[src/rtl/program_loader.sv]
// program_loader: packs a big-endian byte stream into 21-bit instruction
// words, screens the operation field, and writes accepted words into
// instruction memory at consecutive addresses while holding the CPU busy.
module program_loader #(
  parameter logic [15:0] BASE_DEFAULT = 16'h0000,
  parameter int          MAX_WORDS    = 1024
) (
  input  logic        clk,
  input  logic        rst,
  input  logic        start,
  input  logic [15:0] base_addr,
  input  logic [7:0]  rx_data,
  input  logic        rx_valid,
  output logic        rx_ready,
  output logic        imem_we,
  output logic [15:0] imem_addr,
  output logic [20:0] imem_data,
  output logic        busy,
  output logic        done,
  output logic [1:0]  err_code,
  output logic [15:0] word_count
);

  typedef enum logic [2:0] {
    IDLE,
    B0,
    B1,
    B2,
    WRITE,
    DONE,
    ERR
  } state_t;

  localparam logic [15:0] MAX_W = 16'(MAX_WORDS);

  localparam logic [1:0] ERR_NONE    = 2'b00;
  localparam logic [1:0] ERR_FRAMING = 2'b01;
  localparam logic [1:0] ERR_ILLEGAL = 2'b10;
  localparam logic [1:0] ERR_OVERFLW = 2'b11;

  state_t      state;
  state_t      state_next;
  logic [15:0] addr_reg;
  logic [15:0] count_reg;
  logic [15:0] last_addr;
  logic [20:0] last_data;
  logic [4:0]  op_reg;
  logic [15:0] ins_reg;
  logic [1:0]  err_reg;
  logic        start_ok;
  logic        op_ok;
  logic        write_ok;

  // Operation codes the core's decoder understands.
  function automatic logic op_legal(input logic [4:0] op);
    case (op)
      5'b00000, 5'b00100, 5'b01000, 5'b01100, 5'b10000,
      5'b10100, 5'b00001, 5'b00101, 5'b01001, 5'b01101,
      5'b01010, 5'b01110, 5'b01011, 5'b01111, 5'b10001,
      5'b11100, 5'b11101, 5'b11110, 5'b11001, 5'b11010: return 1'b1;
      default: return 1'b0;
    endcase
  endfunction

  assign word_count = count_reg;
  assign err_code   = err_reg;

  // State register; reset drops any load in progress back to IDLE.
  always_ff @(posedge clk) begin
    if (rst) begin
      state <= IDLE;
    end else begin
      state <= state_next;
    end
  end

  // Next-state and output decode; the write strobe is masked by reset so a
  // reset landing on the WRITE cycle never reaches memory.
  always_comb begin
    state_next = state;
    rx_ready   = 1'b0;
    busy       = 1'b0;
    done       = 1'b0;
    imem_we    = 1'b0;
    start_ok   = 1'b0;
    op_ok      = op_legal(op_reg);
    write_ok   = op_ok && (count_reg != MAX_W);
    case (state)
      IDLE, DONE, ERR: begin
        done = (state == DONE);
        if (start) begin
          start_ok   = 1'b1;
          state_next = B0;
        end
      end
      B0: begin
        rx_ready = 1'b1;
        busy     = 1'b1;
        if (rx_valid) begin
          if (rx_data == 8'hFF) begin
            state_next = DONE;
          end else if (rx_data[7:5] == 3'b000) begin
            state_next = B1;
          end else begin
            state_next = ERR;
          end
        end
      end
      B1: begin
        rx_ready = 1'b1;
        busy     = 1'b1;
        if (rx_valid) begin
          state_next = B2;
        end
      end
      B2: begin
        rx_ready = 1'b1;
        busy     = 1'b1;
        if (rx_valid) begin
          state_next = WRITE;
        end
      end
      WRITE: begin
        busy       = 1'b1;
        imem_we    = write_ok && !rst;
        state_next = write_ok ? B0 : ERR;
      end
      default: begin
        state_next = IDLE;
      end
    endcase
    imem_addr = imem_we ? addr_reg : last_addr;
    imem_data = imem_we ? {op_reg, ins_reg} : last_data;
  end

  // Datapath: byte capture, address/count advance, error latching and the
  // held copy of the last word written.
  always_ff @(posedge clk) begin
    if (rst) begin
      addr_reg  <= BASE_DEFAULT;
      count_reg <= 16'h0000;
      last_addr <= 16'h0000;
      last_data <= 21'h000000;
      op_reg    <= 5'b00000;
      ins_reg   <= 16'h0000;
      err_reg   <= ERR_NONE;
    end else begin
      if (start_ok) begin
        addr_reg  <= base_addr;
        count_reg <= 16'h0000;
        err_reg   <= ERR_NONE;
      end
      if (state == B0 && rx_valid) begin
        op_reg <= rx_data[4:0];
        if (rx_data != 8'hFF && rx_data[7:5] != 3'b000) begin
          err_reg <= ERR_FRAMING;
        end
      end
      if (state == B1 && rx_valid) begin
        ins_reg[15:8] <= rx_data;
      end
      if (state == B2 && rx_valid) begin
        ins_reg[7:0] <= rx_data;
      end
      if (state == WRITE) begin
        if (!op_ok) begin
          err_reg <= ERR_ILLEGAL;
        end else if (count_reg == MAX_W) begin
          err_reg <= ERR_OVERFLW;
        end else begin
          last_addr <= addr_reg;
          last_data <= {op_reg, ins_reg};
          addr_reg  <= addr_reg + 16'h0001;
          count_reg <= count_reg + 16'h0001;
        end
      end
    end
  end

endmodule

[config.mk]
export PLATFORM = sky130hd
export DESIGN_NAME = program_loader
export DESIGN_NICKNAME = d
export VERILOG_FILES = /design/src/rtl/program_loader.sv
export SDC_FILE = /design/constraint.sdc
export NUM_CORES = 1
export LEC_CHECK = 0
export ABC_AREA = 1
export ABC_CLOCK_PERIOD_IN_PS = 4680
export CORE_UTILIZATION = 57
export DETAILED_ROUTE_END_ITERATION = 7
export PLACE_DENSITY = 0.86
export SYNTH_ARGS = -nofsm -noshare
export SYNTH_HDL_FRONTEND = slang
export SYNTH_SLANG_ARGS = --single-unit
export TNS_END_PERCENT = 100
[constraint.sdc]
create_clock -name clk -period 4.68 [get_ports clk]
set_clock_uncertainty 0.15 [all_clocks]
set_input_delay 0.468 -clock clk [delete_from_list [all_inputs] [get_ports clk]]
set_output_delay 0.468 -clock clk [all_outputs]
set_load 0.005 [all_outputs]
**Word level (Yosys, flattened, before mapping)**

Memories as Yosys holds them, arrays and structs flattened. A register that Yosys moved wholly into a read port is not among the register bits.
Index checks and enable logic that the tools add are counted.

- Flip-flop bits (word level): 95
- Memory bits (read-only): 32
- Bits of input ports: 28
- Output and inout bits: 59
- Logic and storage cells: 74
- Memories kept: 1

- $add $sub $neg: 2
- Equality and inequality tests: 14
- Muxes and demuxes: 32
- Bitwise gates (word level): 1
- Reduce and logical (&&, ||, !) cells: 15

Memories:

| memory | depth | width | read ports | clocked after Yosys merged registers in | wr ports | line | source |
|---|---|---|---|---|---|---|---|
| (name not given) | 32 | 1 | 1 | 1 | 0 | 56 | `case (op)` |

Operators with widths:

| cell | count |
|---|---|
| $mux 16 | 9 |
| $add 16x1->16 const B | 2 |
| $mux 21 | 1 |
| $mux 3 | 7 |
| $eq 16x11->1 const B | 1 |
| $ne 16x11->1 const B | 1 |
| $pmux 3 s5 | 1 |
| $mux 2 | 6 |
| $mux 5 | 2 |
| $eq 3x3->1 const B | 3 |
| $eq 8x8->1 const B | 1 |
| $ne 2x2->1 const B | 4 |
| $ne 8x8->1 const B | 1 |
| $eq 3x2->1 const B | 2 |
| $logic_and 1x1->1 | 6 |
| $logic_not 3->1 | 2 |
| $mux 1 | 6 |
| $reduce_or 3->1 | 2 |
| $reduce_and 4->1 | 1 |
| $reduce_or 4->1 | 1 |
| $eq 3x1->1 const B | 1 |
| $reduce_and 3->1 | 1 |
| $reduce_bool 3->1 | 1 |
| $logic_not 1->1 | 1 |
| $not 1->1 | 1 |

**Longest topological paths before layout**

Gate-level depths: netlist (run 1).

- Word-level depth: 9
- Gate-level depth with buffers: 12
- Gate-level depth less buffers: 12

**Least setup slack after synthesis (run 1)**

No wires, ideal clock.

- Path kind: reg2out
- From: register count_reg[0], in the netlist word_count[0]
- To: output port imem_data[10]
- Arrival time: 1.386 ns
- Data required time: 4.062 ns
- Setup slack: 2.676 ns
- Stages on the path, launching flop included: 10
- Buffers on the path: 1
- Cell sequence: dfxtp_1 -> inv_1 -> ha_1 -> nand3_1 -> nor2_2 -> nand2_2 -> nand2_4 -> nor2_4 -> clkbuf_1 -> o21ai_0

- Word-level cells in the longest chain between the ends: 5

Ends and longest elaborated chain:

| what | line | source |
|---|---|---|
| start: declaration | 44 | `logic [15:0] count_reg;` |
| start signal: assignment | 174 | `count_reg <= count_reg + 16'h0001;` |
| $ne 16x11->1 | 87 | `write_ok = op_ok && (count_reg != MAX_W);` |
| $logic_and 1x1->1 | 87 |  |
| $logic_and 1x1->1 | 125 | `imem_we = write_ok && !rst;` |
| $mux 1 | 88 | `case (state)` |
| $mux 21 | 133 | `imem_data = imem_we ? {op_reg, ins_reg} : last_data;` |
| end: declaration | 17 | `output logic [20:0] imem_data,` |

Every way passes these cells.

**Worst setup path in the final report (run 1)**

- From: register count_reg[0], in the netlist word_count[0]
- To: output port imem_addr[3]

- Word-level cells in the longest chain between the ends: 5

Ends and longest elaborated chain:

| what | line | source |
|---|---|---|
| $ne 16x11->1 | 87 |  |
| $logic_and 1x1->1 | 87 |  |
| $logic_and 1x1->1 | 125 |  |
| $mux 1 | 88 |  |
| $mux 16 | 132 | `imem_addr = imem_we ? addr_reg : last_addr;` |
| end: declaration | 16 | `output logic [15:0] imem_addr,` |

Every way passes these cells.

==> out/metrics.yaml, run 1 <==
logic_synthesis:
  synth_compound_area_frac: 0.1697
  synth-edff-count: 0
  synthArstFlopShare: 0
  mappedNetlistArea_um2: 4792
  synth_xor_area_frac: 0.01097
  synth_nets: 744
  yosysWarnings: 0
  synth.avg_cell_area_um2: 6.740
  synth_fa_ha_area_frac: 0.01305
  synth_cell_types: 34
  ys.flop_type: "dfxtp_1"
  yosysSeqAreaShare: 0.4010
  syn-instance-count: 711
  ys_ff_latch: 96
  synth_mux_area_frac: 0
  netlist.top_cell.by_area: "dfxtp_1"
  synth_top_area_frac: 0.4010
  synth_top_family_by_area: "simple AND/OR/NAND/NOR gates"
  synthTopCellsByArea: "dfxtp_1 (40%), nand2_1 (12%), o21ai_0 (10%)"
  synth-simple-area-share: 0.2867
floorplanning:
  die_x_um: 93.69
  boundaryPins: 87
  die_area_um2: 8778
  initial_utilization: 0.5862
  die_h_um: 93.69
  rows: 33
  core_um2: 8175
critical_path:
  r2r-start: "word_count[0]"
  worstSetupEndpointType: "primary output"
  timing.rr.end: "addr_reg[13]"
  timing.critical_path.slowest_stage_cell: "nor2_4"
  crit_type: "reg2out"
  regToRegSetupSlack_ps: 2200
  critPathRequiredTime_ps: 4060
  r2r_cells: 10
  cp_cell_sequence: "inv_1, ha_1, nand3_1, nor2_2, nand2_2, nand2_4, nor2_4, buf_12, nand2_1, o21ai_0, clkdlybuf4s50_1"
  start_kind: "flip-flop"
  slowest_delay_ps: 580
  cp.arrival_ps: 3120
  path_max_fanout: 50
sta:
  tns_ps: 0
  slew_violations: 0
  worstMarginPinSlew_ps: 727.0
  finalSetupViolations: 0
  post-route-period-util: 0.7993
  relSlewSlack: 0.5148
  final.min_clock_period_ps: 3740
  hold_viol: 0
  fmax_mhz: 267.3
  rsz0062_at_grt: "no"
clocking:
  post_cts_buffers: 0
  worstSkewPairLatency_ps: 370
  cts_tree: "built"
  clock_sinks: 96
  cts_max_level: 3
  clk_pin_slew_worst_paths_ps: 100
  hold_buffers: 0
  root_buffer: "clkbuf_8"
  cts_buffers: 9
  cts.path.max_buffers: 2
  cts_resized: 0
drt:
  ant_nets: 0
  dr.max_layer_used: "met4"
  wl_met1_mm: 5.511
  met2_length_mm: 5.182
  vias_per_cell: 5.456
  dr.pass1.iters: 6
  drt-total-wl_mm: 11.83
  drc_errors: 0
  drt_iter0_markers: 385
  routed-wl-met3_um: 822
  vias: 4861
  avgRoutedWirePerCell_um: 13.27
layout:
  drive_above_1_share: 0.05216
  fillers: 693
  regMostFlops: "last_data"
  layout.nets: 814
  final_cell_area_um2: 5848
  largest_reg_flops: 21
  multi_input_area_um2: 2302
  ff_latch_area_um2: 1922
  antennaDiodeCount: 0
  area_growth_pct: 22.04
worst_hold_path:
  whs_path_depth: 2
  min_to: "ins_reg[5]"
  hp-start: "ins_reg[5]"
  hold_class: "reg2reg"
global_routing:
  grt_pass1_vias: 4339
  grt_usage: 0.2833
  grt_max_degree: 51
  grt_first_pass_wirelength_mm: 19.79
  antenna_found_initial: 0
  grt.overflow.total: 0
place:
  io_buffers: 86
  post-dp-hpwl_mm: 8.217
  globalplace.congestion: 0.9164
  place_area_um2: 5642
power:
  p_total_w: 0.002301
  ir_drop_mv: 0.2737
  power_density_nw_per_um2: 393.4
  leakage_nw: 2.283
job:
  maxCapViolCount: 0
status:
  status: "finished clean"
layer usage:
layer,track usage,vias to the layer above
li1,-,2426
met1,0.3955,2187
met2,0.4300,213
met3,0.05421,35
met4,0.1103,0
met5,0,-
critical path, delay by kind of cell (launching register included):
family                   cells  cell delay [ps]
AO/OA/AOI/OAI                1               90
adder cells (fa/ha/maj)      1              200
buffers and inverters        3              890
flip-flops                   1              440
AND/OR/NAND/NOR              6             1120
how the worst max path moves through the flow:
| stage | cells past startpoint | endpoint | startpoint |
|---|---|---|---|
| after global routing | 11 | imem_addr[10] | word_count[0] |
| final | 11 | imem_addr[3] | word_count[0] |
| after floorplan | 9 | imem_data[10] | word_count[0] |
| after CTS | 11 | imem_addr[12] | word_count[0] |
| after global placement | 11 | imem_data[20] | word_count[0] |
| after detailed placement | 11 | imem_addr[12] | word_count[0] |
layout make-up:
type	instances	share of cell area
clock inverter	6	0.01177
timing repair buffer	88	0.1519
multi-input combinational	480	0.3937
tap	105	0.02246
clock buffer	10	0.02353
inverter	106	0.06804
sequential	96	0.3286
metrics by stage:
stage               hold slack (ps)  utilization  instances  setup WS [ps]
floorplan                     286.4            -        711           2676
global placement              304.1       0.6901        875           1432
detailed placement            307.1       0.6901        875           1322
CTS                           320.6       0.7153        891          944.9
global route                  339.9       0.7153        891          691.6
finish                        325.0       0.7153        891          939.5
Yosys cell counts, drive strengths merged, types with 6 or more instances:
| cell type | number |
|---|---|
| nand2 | 162 |
| o21ai | 102 |
| xor2 | 6 |
| inv | 106 |
| clkbuf | 12 |
| nor2 | 66 |
| o211ai | 9 |
| a21oi | 37 |
| nor3 | 19 |
| dfxtp | 96 |
| nand3 | 61 |
| buf | 17 |
power by group:
part           internal [W]  switching [W]  total, W
clock              0.000263       0.000296  0.000560
sequential         0.000922       0.000112   0.00103
combinational      0.000262       0.000445  0.000707
total               0.00145       0.000853   0.00230
cells by family (layout without fill, tap and decap cells):
family | after synthesis | count (layout)
and+or+nand+nor | 316 | 316
AOI/OAI and AO/OA | 153 | 153
buffers and inverters | 135 | 210
DFF | 96 | 96
xor gates and xnor gates | 6 | 6
adders and majority gates | 5 | 5
layout by cell type (no fill, tap or decap), drive strengths merged, types with 6 or more instances in the layout:
| cell type | count |
|---|---|
| xor2 | 6 |
| dfxtp | 96 |
| nand3 | 61 |
| o21ai | 102 |
| clkdlybuf4s50 | 86 |
| clkbuf | 10 |
| nor2 | 66 |
| nand2 | 162 |
| inv | 106 |
| nor3 | 19 |
| o211ai | 9 |
| a21oi | 37 |
Power figures use the tool's default switching activity.
==> run 2: changes to the inputs <==
--- a/config.mk
+++ b/config.mk
@@ -6,10 +6,10 @@
 export NUM_CORES = 1
 export LEC_CHECK = 0
 export ABC_AREA = 1
-export ABC_CLOCK_PERIOD_IN_PS = 4680
-export CORE_UTILIZATION = 57
+export ABC_CLOCK_PERIOD_IN_PS = 3600
+export CORE_UTILIZATION = 53
 export DETAILED_ROUTE_END_ITERATION = 7
-export PLACE_DENSITY = 0.86
+export PLACE_DENSITY = 0.81
 export SYNTH_ARGS = -nofsm -noshare
 export SYNTH_HDL_FRONTEND = slang
 export SYNTH_SLANG_ARGS = --single-unit
==> constraint.sdc (replaced) <==
create_clock -name clk -period 3.6 [get_ports clk]
set_clock_uncertainty 0.15 [all_clocks]
set_input_delay 0.36 -clock clk [delete_from_list [all_inputs] [get_ports clk]]
set_output_delay 0.36 -clock clk [all_outputs]
set_load 0.005 [all_outputs]
==> out/metrics.yaml, run 2 (same netlist as run 1, synthesis figures left out) <==
status:
  status: "finished clean"
clocking:
  hold_buffers: 0  # unchanged
  cts_buffers: 9  # unchanged
  cts.path.max_buffers: 2  # unchanged
  clk_pin_slew_worst_paths_ps: 100  # about the same
  root_buffer: "clkbuf_8"
  cts_max_level: 3  # unchanged
  worstSkewPairLatency_ps: 370  # about the same
  clock_sinks: 96  # unchanged
  cts_tree: "built"
global_routing:
  grt_usage: 0.2522  # -0.03118
  grt_first_pass_wirelength_mm: 19.84  # +0.28%
  grt_max_degree: 33  # -35%
  grt_pass1_vias: 4407  # +1.6%
  grt.overflow.total: 0  # unchanged
  antenna_found_initial: 0  # unchanged
layout:
  final_common_cell: "nand2_1"
  post-route-util: 0.6779  # -0.03743
  final_cell_area_um2: 5912  # +1.1%
  largest_reg_flops: 21  # unchanged
  regMostFlops: "last_data"
  drive_above_1_share: 0.06289  # +0.01073
  fillers: 757  # +9.2%
  final_cell_mix: "nand2_1 (158), inv_1 (99), o21ai_0 (97)"
  area_growth_pct: 23.37
  layout.nets: 823  # +1.1%
  antennaDiodeCount: 0  # unchanged
drt:
  ant_nets: 0  # unchanged
  dr.pass1.iters: 5  # -1
  drt-total-wl_mm: 11.68  # -1.2%
  vias_per_cell: 5.292  # -3.0%
  vias: 4779  # -1.7%
  drc_errors: 0  # unchanged
  drt_iter0_markers: 288  # -25%
  avgRoutedWirePerCell_um: 12.94  # -2.5%
critical_path:
  timing.critical_path.slowest_stage_cell: "clkdlybuf4s50_1"
  setup.worst_path.start: "word_count[0]"
  start_kind: "flip-flop"
  r2r-start: "word_count[0]"
  worstSetupPathDepth: 11  # unchanged
  r2r_cells: 9  # -1
  regToRegSetupSlack_ps: 1300  # -900 ps
  worstSetupEndpointType: "primary output"
  cp.arrival_ps: 2800  # -320 ps
  crit_type: "reg2out"
  path_max_fanout: 32  # -36%
  slowest_delay_ps: 550  # -30 ps
  cp-endpoint: "imem_data[14]"
  crit_buf_inv: 3  # unchanged
  cp_cell_sequence: "inv_1, ha_1, nand3_1, nor2_2, nand2_2, nand2_4, nor2_4, buf_12, nand2_1, o21ai_0, clkdlybuf4s50_1"
  critPathRequiredTime_ps: 3090  # -970 ps
  timing.rr.end: "last_addr[2]"
  crit_family: "simple AND/OR/NAND/NOR gates"
place:
  place_area_um2: 5688  # +0.82%
  globalplace.congestion: 0.8575  # -6.4%
  post-dp-hpwl_mm: 8.371  # +1.9%
  pre_cts_ws_ps: 490.2  # -832.0 ps
  io_buffers: 86  # unchanged
sta:
  setup_ws_ps: 285.6  # -653.9 ps
  post-route-period-util: 0.9207
  finalSetupViolations: 0  # unchanged
  rsz0062_at_grt: "no"
  worstMarginPinSlew_ps: 533.6  # -193.3 ps
  hold_viol: 0  # unchanged
  slew_violations: 0  # unchanged
  relSlewSlack: 0.6423  # +0.1275
  final.min_clock_period_ps: 3314
  fmax_mhz: 301.7
  tns_ps: 0  # unchanged
power:
  leakage_nw: 2.316  # +1.5%
  power_density_nw_per_um2: 499.7  # +27%
  p_total_w: 0.002954  # +28%
  ir_drop_mv: 0.3138  # +15%
worst_hold_path:
  hold_class: "reg2reg"
floorplanning:
  boundaryPins: 87  # unchanged
  die_x_um: 97.09  # +3.6%
  rows: 34  # +3.0%
  die_h_um: 97.09  # +3.6%
  initial_utilization: 0.5495  # -0.03667
  die_area_um2: 9426  # +7.4%
  core_um2: 8721  # +6.7%
job:
  maxCapViolCount: 0  # unchanged
==> run 2: changes by cell type in the layout (fill, tap and decap cells not counted), sizes merged <==
cell,delta
buf,+8
inv,+4
clkinv,-3
bufinv,-1
clkbuf,-1
clkinvlp,+1
nor2,+1
==> run 2: timing repair <==
action / 4_1_cts / 5_1_grt
endpoints found under the hold margin: 0 / 0
gates resized for setup: 0 / 0
setup endpoints to repair: 0 / 27
setup buffers: 0 / 4
==> run 2: worst min-delay path by stage <==
stage	from	end	slack [ps]	cells after the start
3_5_place_dp	ins_reg[3]	ins_reg[3]	300	2
6_report	last_addr[14]	last_addr[14]	320	2
3_3_place_gp	last_addr[1]	last_addr[1]	310	2
2_1_floorplan	ins_reg[10]	last_data[10]	290	2
4_1_cts	ins_reg[3]	ins_reg[3]	320	2
5_1_grt	ins_reg[0]	ins_reg[0]	340	2
==> run 2: worst reg2reg max path, delay by kind of cell (launching register included) <==
kind,cells,cell delay [ps]
simple gates,5,1010
buf+inv,2,380
flops,1,370
compound gates,1,170
fa+ha+maj,1,130
==> run 2: power by group <==
group	internal [W]	total, W	switching (W)
Sequential	0.00120	0.00134	0.000140
Clock	0.000267	0.000689	0.000422
Combinational	0.000358	0.000927	0.000569
==> run 2: routing by layer <==
layer	part of all wire	routed length [um]	GRT usage	vias up
met5	0	0	0	-
met4	0.018	216	0.07807	0
met3	0.059	695	0.05036	26
met2	0.44	5135	0.3992	161
met1	0.48	5635	0.3466	2153
li1	-	-	-	2439
==> run 2: through the flow <==
stage          hold WS [ps]  cells
2_1_floorplan         286.4    711
3_3_place_gp          305.7    882
3_5_place_dp          304.9    882
4_1_cts               319.1    898
5_1_grt               344.4    903
6_report              321.9    903
==> run 2: cell type report <==
class                           instances  area, um2  share of cell area
Clock buffer                            9      123.9             0.02095
Multi-Input combinational cell        481       2308              0.3905
Tap cell                              108      135.1             0.02286
Clock inverter                          7      63.81             0.01079
Inverter                              106      397.9             0.06730
Timing Repair Buffer                   96      960.9              0.1625
Sequential cell                        96       1922              0.3251
==> run 3: changes to the inputs <==
--- a/config.mk
+++ b/config.mk
@@ -10,6 +10,7 @@
 export CORE_UTILIZATION = 53
 export DETAILED_ROUTE_END_ITERATION = 7
 export PLACE_DENSITY = 0.81
+export SKIP_CTS_REPAIR_TIMING = 1
 export SYNTH_ARGS = -nofsm -noshare
 export SYNTH_HDL_FRONTEND = slang
 export SYNTH_SLANG_ARGS = --single-unit
==> results of run 3 <==
The final DEF is identical to that of run 2; final timing and power are the same.
